### src/rtl/demux2_stream.sv
// demux2_stream: streaming 1-to-2 demultiplexer.
//   A valid/ready input word is routed by cmd (0 -> q0, 1 -> q1) into one of
//   two 2-entry FIFOs, each with its own valid/ready output handshake.
//   Saturating per-output counters track words accepted toward each side.
// Ports:
//   clk, rst           - clock, synchronous active-high reset
//   i, cmd             - input word and its route select
//   i_valid, i_ready   - input handshake (i_ready combinational)
//   q0/q1, qN_valid    - FIFO head word and non-empty flag
//   qN_ready           - consumer N takes the head this cycle
//   cnt0, cnt1         - saturating accepted-word counters per output

// Two-entry FIFO with a registered head; head holds its last value when empty.
module demux2_stream_fifo #(
    parameter int WIDTH = 8
) (
    input  logic             clk,
    input  logic             rst,
    input  logic [WIDTH-1:0] i_data,
    input  logic             i_push,
    input  logic             i_rdy,
    output logic [WIDTH-1:0] o_data,
    output logic             o_valid,
    output logic             o_full,
    output logic             o_pop
);
    logic [WIDTH-1:0] r_head;
    logic [WIDTH-1:0] r_tail;
    logic [1:0]       r_cnt;
    logic             w_pop;

    assign w_pop   = (r_cnt != 2'd0) && i_rdy;
    assign o_pop   = w_pop;
    assign o_data  = r_head;
    assign o_valid = (r_cnt != 2'd0);
    assign o_full  = (r_cnt == 2'd2);

    always_ff @(posedge clk) begin
        if (rst) begin
            r_head <= '0;
            r_tail <= '0;
            r_cnt  <= 2'd0;
        end else begin
            case ({i_push, w_pop})
                2'b11: begin
                    // Count unchanged; head advances to the next word in order.
                    if (r_cnt == 2'd2) begin
                        r_head <= r_tail;
                        r_tail <= i_data;
                    end else begin
                        r_head <= i_data;
                    end
                end
                2'b10: begin
                    if (r_cnt == 2'd0) begin
                        r_head <= i_data;
                        r_cnt  <= 2'd1;
                    end else begin
                        r_tail <= i_data;
                        r_cnt  <= 2'd2;
                    end
                end
                2'b01: begin
                    if (r_cnt == 2'd2) begin
                        r_head <= r_tail;
                    end
                    r_cnt <= r_cnt - 2'd1;
                end
                default: ;
            endcase
        end
    end
endmodule

module demux2_stream #(
    parameter int WIDTH = 8,
    parameter int CNT_W = 8
) (
    input  logic             clk,
    input  logic             rst,
    input  logic [WIDTH-1:0] i,
    input  logic             cmd,
    input  logic             i_valid,
    output logic             i_ready,
    output logic [WIDTH-1:0] q0,
    output logic             q0_valid,
    input  logic             q0_ready,
    output logic [WIDTH-1:0] q1,
    output logic             q1_valid,
    input  logic             q1_ready,
    output logic [CNT_W-1:0] cnt0,
    output logic [CNT_W-1:0] cnt1
);
    logic             w_full0;
    logic             w_full1;
    logic             w_pop0;
    logic             w_pop1;
    logic             w_acc;
    logic             w_push0;
    logic             w_push1;
    logic [CNT_W-1:0] r_cnt0;
    logic [CNT_W-1:0] r_cnt1;

    // A full FIFO can still take a word when it is popping in the same cycle.
    assign i_ready = !rst && (cmd ? (!w_full1 || w_pop1) : (!w_full0 || w_pop0));
    assign w_acc   = i_valid && i_ready;
    assign w_push0 = w_acc && !cmd;
    assign w_push1 = w_acc && cmd;

    demux2_stream_fifo #(.WIDTH(WIDTH)) u_fifo0 (
        .clk     (clk),
        .rst     (rst),
        .i_data  (i),
        .i_push  (w_push0),
        .i_rdy   (q0_ready),
        .o_data  (q0),
        .o_valid (q0_valid),
        .o_full  (w_full0),
        .o_pop   (w_pop0)
    );

    demux2_stream_fifo #(.WIDTH(WIDTH)) u_fifo1 (
        .clk     (clk),
        .rst     (rst),
        .i_data  (i),
        .i_push  (w_push1),
        .i_rdy   (q1_ready),
        .o_data  (q1),
        .o_valid (q1_valid),
        .o_full  (w_full1),
        .o_pop   (w_pop1)
    );

    always_ff @(posedge clk) begin
        if (rst) begin
            r_cnt0 <= '0;
            r_cnt1 <= '0;
        end else begin
            if (w_push0 && (r_cnt0 != '1)) begin
                r_cnt0 <= r_cnt0 + 1'b1;
            end
            if (w_push1 && (r_cnt1 != '1)) begin
                r_cnt1 <= r_cnt1 + 1'b1;
            end
        end
    end

    assign cnt0 = r_cnt0;
    assign cnt1 = r_cnt1;
endmodule
### config.mk
export PLATFORM = sky130hd
export DESIGN_NAME = demux2_stream
export DESIGN_NICKNAME = d
export VERILOG_FILES = /design/src/rtl/demux2_stream.sv
export SDC_FILE = /design/constraint.sdc
export NUM_CORES = 1
export LEC_CHECK = 0
export ABC_AREA = 1
export CORE_ASPECT_RATIO = 0.8
export CORE_MARGIN = 5
export CORE_UTILIZATION = 42
export DETAILED_ROUTE_END_ITERATION = 8
export PLACE_DENSITY = 0.63
export RECOVER_POWER = 25
export SLEW_MARGIN = 0
export SYNTH_ARGS = -nofsm -noshare
export SYNTH_HDL_FRONTEND = slang
export SYNTH_SLANG_ARGS = --single-unit
export TNS_END_PERCENT = 100
### constraint.sdc
create_clock -name clk -period 6.45 [get_ports clk]
set_input_delay 0.645 -clock clk [delete_from_list [all_inputs] [get_ports clk]]
set_output_delay 0.645 -clock clk [all_outputs]
set_load 0.005 [all_outputs]
Word level (Yosys, flattened, before mapping)
Cells that the tools add are included.
{ "classes": {"muxes": 19, "n_addsub": 4, "eq_ne": 18, "reduce_logical": 28} }
{ "op_table": {"columns": ["cell", "n"], "rows": [
  ["$mux 8", 10],
  ["$pmux 8 s3", 2],
  ["$pmux 8 s2", 2],
  ["$add 8x1->8 const B", 2],
  ["$ne 8x8->1 const B", 2],
  ["$eq 2x2->1 const B", 6],
  ["$ne 2x2->1 const B", 6],
  ["$reduce_and 3->1", 4],
  ["$reduce_bool 2->1", 6],
  ["$logic_and 1x1->1", 8],
  ["$pmux 2 s2", 2],
  ["$reduce_bool 3->1", 2],
  ["$eq 2x1->1 const B", 2],
  ["$logic_not 1->1", 4],
  ["$logic_not 2->1", 2],
  ["$mux 2", 2],
  ["$ne 2x1->1 const B", 2],
  ["$sub 2x1->2 const B", 2],
  ["$logic_or 1x1->1", 2],
  ["$mux 1", 1]
]} }
{ "totals": {"wordCells": 77, "input_bits": 14, "reg_bits": 52} }

Depth between registers and ports, before layout
{ "logic_depth": {"depth_word": 10, "depth_mapped": 18, "mapped_depth_nobuf": 16} }

Hierarchy
Synthesis repeated with hierarchy kept, for this count alone.
{ "unflattened": {"cells_unflattened": 572, "area_unflattened_um2": 3452.1} }
{ "by_module_without_submodules": {"columns": ["module", "instances", "cells_each", "seq_area_each_um2", "area_per_inst_um2"], "rows": [
  ["demux2_stream_fifo", 2, 212, 360.3, 1253.7],
  ["demux2_stream", 1, 148, 320.3, 944.7]
]} }

Least setup slack after synthesis
OpenSTA, ideal clock, no wires.
{ "synth_path": {"path_kind": "input to register", "startpoint": "input port rst", "endpoint": "register u_fifo0.r_cnt[0]", "arrival_time_ps": 2165, "stages": 11, "t_required_ps": 6330, "setup_slack_ps": 4166, "cell_sequence": "buf_2 > inv_1 > nand3_2 > nor2_4 > nand2_1 > ha_1 > buf_2 > clkinv_1 > o21ai_0 > o21bai_1 > a21oi_1"} }
{ "synth_between": {"elab_chain_len": 6, "elab_cells_between_ends": 8} }
{ "synth_rtl": {"columns": ["item", "line", "source"], "rows": [
  ["start: declaration", "80", "input logic rst,"],
  ["$logic_not 1->1", "105", "assign i_ready = !rst && (cmd ? (!w_full1 || w_pop1) : (!w_full0 || w_pop0));"],
  ["$logic_and 1x1->1", "105", null],
  ["$logic_and 1x1->1", "106", "assign w_acc = i_valid && i_ready;"],
  ["$logic_and 1x1->1", "107", "assign w_push0 = w_acc && !cmd;"],
  ["$eq 2x1->1 / $eq 2x2->1 (equally long branches)", "44", "case ({i_push, w_pop})"],
  ["$pmux 2 s2 / $reduce_bool 2->1 (equally long branches)", null, null],
  ["end signal: assignment", "67", "r_cnt <= r_cnt - 2'd1;"],
  ["end: declaration", "29", "logic [1:0] r_cnt;"]
]} }
Parallel ways exist; a longest one is shown, timed or not.
A chain may end at the register's enable or synchronous reset.

Worst setup path in the final report
{ "layout_path": {"startpoint": "input port rst", "endpoint": "register u_fifo0.r_head[5] (netlist: u_fifo0.o_data[5])"} }
{ "layout_between": {"elab_chain_len": 7, "elab_cells_between_ends": 12} }
{ "layout_rtl": {"columns": ["item", "line", "source"], "rows": [
  ["$logic_not 1->1", "105", null],
  ["$logic_and 1x1->1", "105", null],
  ["$logic_and 1x1->1", "106", null],
  ["$logic_and 1x1->1", "107", null],
  ["$eq 2x2->1 / $eq 2x1->1 (equally long branches)", "44", null],
  ["$ne 2x1->1 (no line), or another cell as far along", null, null],
  ["$reduce_and 3->1 (no line)", null, null],
  ["end signal: assignment", "48", "r_head <= r_tail;"],
  ["end signal: assignment", "51", "r_head <= i_data;"],
  ["end signal: assignment", "56", "r_head <= i_data;"],
  ["end: declaration", "27", "logic [WIDTH-1:0] r_head;"]
]} }
Parallel ways exist; a longest one is shown, timed or not.

==> impl_metrics.tcl <==
set metrics [dict create \
    firstDrtPassIters 4 \
    power.share.combinational_pct 34.1 \
    effective_utilization_at_floorplan_pct 43.8 \
    synthAdderAreaFrac_pct 5.75 \
    cts-buffers-inserted 5 \
    drt_first_iter_violations 122 \
    grt_overflow 0 \
    reg2reg_from "u_fifo1.r_cnt[0]" \
    final_wirelength_mm 7.21 \
    max_cap_violations 0 \
    postSynthAreaPerCell_um2 6.79 \
    arrival_ps 4310 \
    setup_violations 0 \
    die_extent_in_y_um 86.2 \
    slew_violations 0 \
    worst_clock_skew_ps 6.72 \
    power.internal_mw 0.611 \
    powerDensity_nw_per_um2 258 \
    power.switching_fraction_pct 35.0 \
    antenna-diode-count 0 \
    synth_area_leader_cell "sky130_fd_sc_hd__dfxtp_1" \
    post_synth_xor_area_fraction_pct 1.44 \
    path_class "in2reg" \
    layout.filler_cells 729 \
    num_io_pins 49 \
    setup_total_negative_slack_ps 0 \
    switchingPower_mw 0.328 \
    first_global_vias 2584 \
    syn-cell-area_um2 3050 \
    worstPathMaxFanout 26 \
    layout_worst_path_cycle_share_pct 63.6 \
    grt_use_total_pct 15.6 \
    yosys_register_bits 52 \
    cts_post_setup_buffers_inserted 0 \
    synth_nets 477 \
    status "complete, no violations" \
    hold_viol_final 0 \
    synth_top_cells_by_area "sky130_fd_sc_hd__dfxtp_1 34%, sky130_fd_sc_hd__nand2_1 11%, sky130_fd_sc_hd__a21oi_1 8.0%" \
    synthToLayoutAreaGrowth_pct 19.5 \
    yosys_warnings 0 \
    power_frac_seq_pct 41.0 \
    cell_area_after_placement_um2 3530 \
    clock_latency_ps 310 \
    required_ps 6660 \
    fin_hold_ws_ps 463 \
    ctsHoldBuffers 0 \
    design.die.area_um2 9070 \
    cts_sinks 52 \
    placementRows 27 \
    cts_tree "done" \
    hpwl_mm 5.35 \
    post_cts_resized 0 \
    detailroute.via_count 2876 \
    critical_path.slowest_cell "sky130_fd_sc_hd__clkdlybuf4s50_1" \
    synthesis.instances 449 \
    antenna_found_initial 0 \
    root_buffer "sky130_fd_sc_hd__clkbuf_8" \
    ctsHtreeMaxLevel 2 \
    power.static_leakage_nw 1.52 \
    first_pass_grt_wire_length_mm 12.0 \
    synth.lib_cells_used.distinct 34 \
    cp-end-kind "flip-flop" \
    post_drt_wl_per_cell_um 12.6 \
    detail_route.drc_violations 0 \
    finalInstanceArea_um2 3640 \
    timing.hold.worst.class "reg2reg" \
    fmax_mhz 244 \
    die_w_um 105 \
    io_buffer_count 48 \
    rsz0062_at_grt "false" \
    cp-start-kind "input pin" \
    finish.net_count 514 \
    netlist.area_leader.share_pct 34.2 \
    synth-compound-area-share_pct 20.9 \
    min_from "u_fifo1.o_data[0]" \
    share_clk_of_total_power_pct 24.8 \
    share_of_final_layout_standard_cells_stronger_than_drive_strength_1_pct 6.37 \
    synth-simple-area-share_pct 24.9 \
    combinational_family_with_the_most_area_after_synthesis "simple AND/OR/NAND/NOR gates" \
    clk_pin_slew_worst_paths_ps 100 \
    cts.path.max_buffers 2 \
    drt-vias-per-instance 5.01 \
    synth_sequential_area_ratio_pct 34.2 \
    largest_voltage_drop_on_the_vdd_net_mv 0.153 \
    worstPathCellList "clkdlybuf4s50_1 -> inv_1 -> buf_4 -> nand3_2 -> nor2_4 -> nand2_1 -> ha_1 -> inv_1 -> o22ai_1 -> nor2_2 -> nand2_1 -> a21oi_1 -> nor2_1" \
    route.antenna.remaining_nets 0 \
    slew-limit-headroom_pct 39.5 \
    crit_start "rst" \
    critical-path-max-stage-delay_ps 750 \
    largest_net_degree_at_the_start_of_global_routing 27 \
    timing_worst_slew_pin_value_ps 902 \
    core-area_um2 6960 \
    gp_congestion 0.856 \
    post_synth_mux_area_share_pct 0 \
    fin_crit_ps 4100 \
]
-- routing by layer --
metal	wire [µm]	vias up	track usage, %	share of wire [%]
met4	42	0	3.95	0.58
met5	0	-	0	0
li1	-	1525	-	-
met3	399	4	3.65	5.5
met2	2950	63	23.4	41
met1	3820	1284	22.7	53
-- cells in the final DEF (no fill, tap or decap), types with 5 or more instances in the layout --
cell | Yosys | final
sky130_fd_sc_hd__a21oi_1 | 49 | 49
sky130_fd_sc_hd__clkbuf_8 | 0 | 5
sky130_fd_sc_hd__clkdlybuf4s50_1 | 0 | 27
sky130_fd_sc_hd__dfxtp_1 | 52 | 52
sky130_fd_sc_hd__dlygate4sd3_1 | 0 | 21
sky130_fd_sc_hd__ha_1 | 14 | 14
sky130_fd_sc_hd__inv_1 | 65 | 65
sky130_fd_sc_hd__inv_2 | 7 | 7
sky130_fd_sc_hd__nand2_1 | 88 | 88
sky130_fd_sc_hd__nand3_1 | 13 | 13
sky130_fd_sc_hd__nand4_1 | 8 | 8
sky130_fd_sc_hd__nor2_1 | 40 | 40
sky130_fd_sc_hd__o211ai_1 | 8 | 8
sky130_fd_sc_hd__o21ai_0 | 47 | 47
sky130_fd_sc_hd__o22ai_1 | 9 | 9
-- logic make-up after synthesis --
family | count (synthesis)
XOR/XNOR | 5
AO/OA/AOI/OAI | 118
AND/OR/NAND/NOR | 167
flip-flops | 52
adder cells (fa/ha/maj) | 14
buffers and inverters | 93
-- flip-flops by register name, indices dropped and copies added (netlist names) --
register	count
u_fifo1.r_cnt	2
u_fifo1.o_data	8
cnt1	8
u_fifo0.o_data	8
cnt0	8
u_fifo0.r_tail	8
u_fifo1.r_tail	8
u_fifo0.r_cnt	2
-- worst max-delay path: cells and delay by family --
family	cells	cell delay (ps)
AND/OR/NAND/NOR	6	1160
adder cells (fa/ha/maj)	1	230
buffers and inverters	4	1970
AO/OA/AOI/OAI	2	290
-- path summary, 6_finish.rpt --
path                            depth (start not counted)                end  slack, ps
worst max-delay path                                   13  u_fifo0.o_data[5]       2350
worst min-delay path                                    2  u_fifo1.o_data[0]        460
worst max register to register                         15  u_fifo0.o_data[5]       3360
worst min register to register                          2  u_fifo1.o_data[0]        460
-- power by group through the flow --
stage               Combinational, mW  Clock (mW)  Sequential [mW]
floorplan                       0.221           0            0.392
global placement                0.322           0            0.393
detailed placement              0.328           0            0.393
CTS                             0.330       0.238            0.387
global route                    0.363       0.252            0.391
finish                          0.321       0.233            0.385
-- final cells by class --
| cell class | instances | area, µm² | share of cell area (%) |
|---|---|---|---|
| Clock buffer | 6 | 72.6 | 1.99 |
| Clock inverter | 2 | 38.8 | 1.06 |
| Inverter | 74 | 278 | 7.63 |
| Multi-Input combinational cell | 304 | 1620 | 44.3 |
| Sequential cell | 52 | 1040 | 28.6 |
| Tap cell | 87 | 109 | 2.99 |
| Timing Repair Buffer | 49 | 488 | 13.4 |
-- cell usage after synthesis --
library cell               instances
sky130_fd_sc_hd__nor2_2            2
sky130_fd_sc_hd__nor3_4            1
sky130_fd_sc_hd__nor2_4            2
sky130_fd_sc_hd__o22ai_2           1
sky130_fd_sc_hd__o211ai_1          8
sky130_fd_sc_hd__nand4_2           1
sky130_fd_sc_hd__nand2_4           2
sky130_fd_sc_hd__a21oi_1          49
sky130_fd_sc_hd__nor2_1           40
sky130_fd_sc_hd__inv_1            65
sky130_fd_sc_hd__o221ai_1          1
sky130_fd_sc_hd__clkbuf_1          6
sky130_fd_sc_hd__ha_1             14
sky130_fd_sc_hd__buf_4             2
sky130_fd_sc_hd__nand3b_1          1
sky130_fd_sc_hd__dfxtp_1          52
sky130_fd_sc_hd__inv_2             7
sky130_fd_sc_hd__a22oi_1           1
sky130_fd_sc_hd__clkinv_1          2
sky130_fd_sc_hd__buf_6             3
sky130_fd_sc_hd__nand4_1           8
sky130_fd_sc_hd__nand2_2           3
sky130_fd_sc_hd__nand2_1          88
sky130_fd_sc_hd__o21ai_1           1
sky130_fd_sc_hd__o21bai_1          1
sky130_fd_sc_hd__o22ai_1           9
sky130_fd_sc_hd__buf_2             7
sky130_fd_sc_hd__nand3_1          13
sky130_fd_sc_hd__nand3_2           4
sky130_fd_sc_hd__xnor2_1           2
sky130_fd_sc_hd__nor3_1            2
sky130_fd_sc_hd__clkbuf_4          1
sky130_fd_sc_hd__o21ai_0          47
sky130_fd_sc_hd__xor2_1            3
-- through the flow --
step	instances	util, %	setup slack (ps)	power (mW)
floorplan	449	-	4170	0.613
global placement	566	50.7	2170	0.716
finish	574	52.3	2350	0.939
global route	574	52.3	1900	1.01
CTS	574	52.3	2340	0.955
detailed placement	566	50.7	2000	0.722
(Power assumes the default switching activity.)
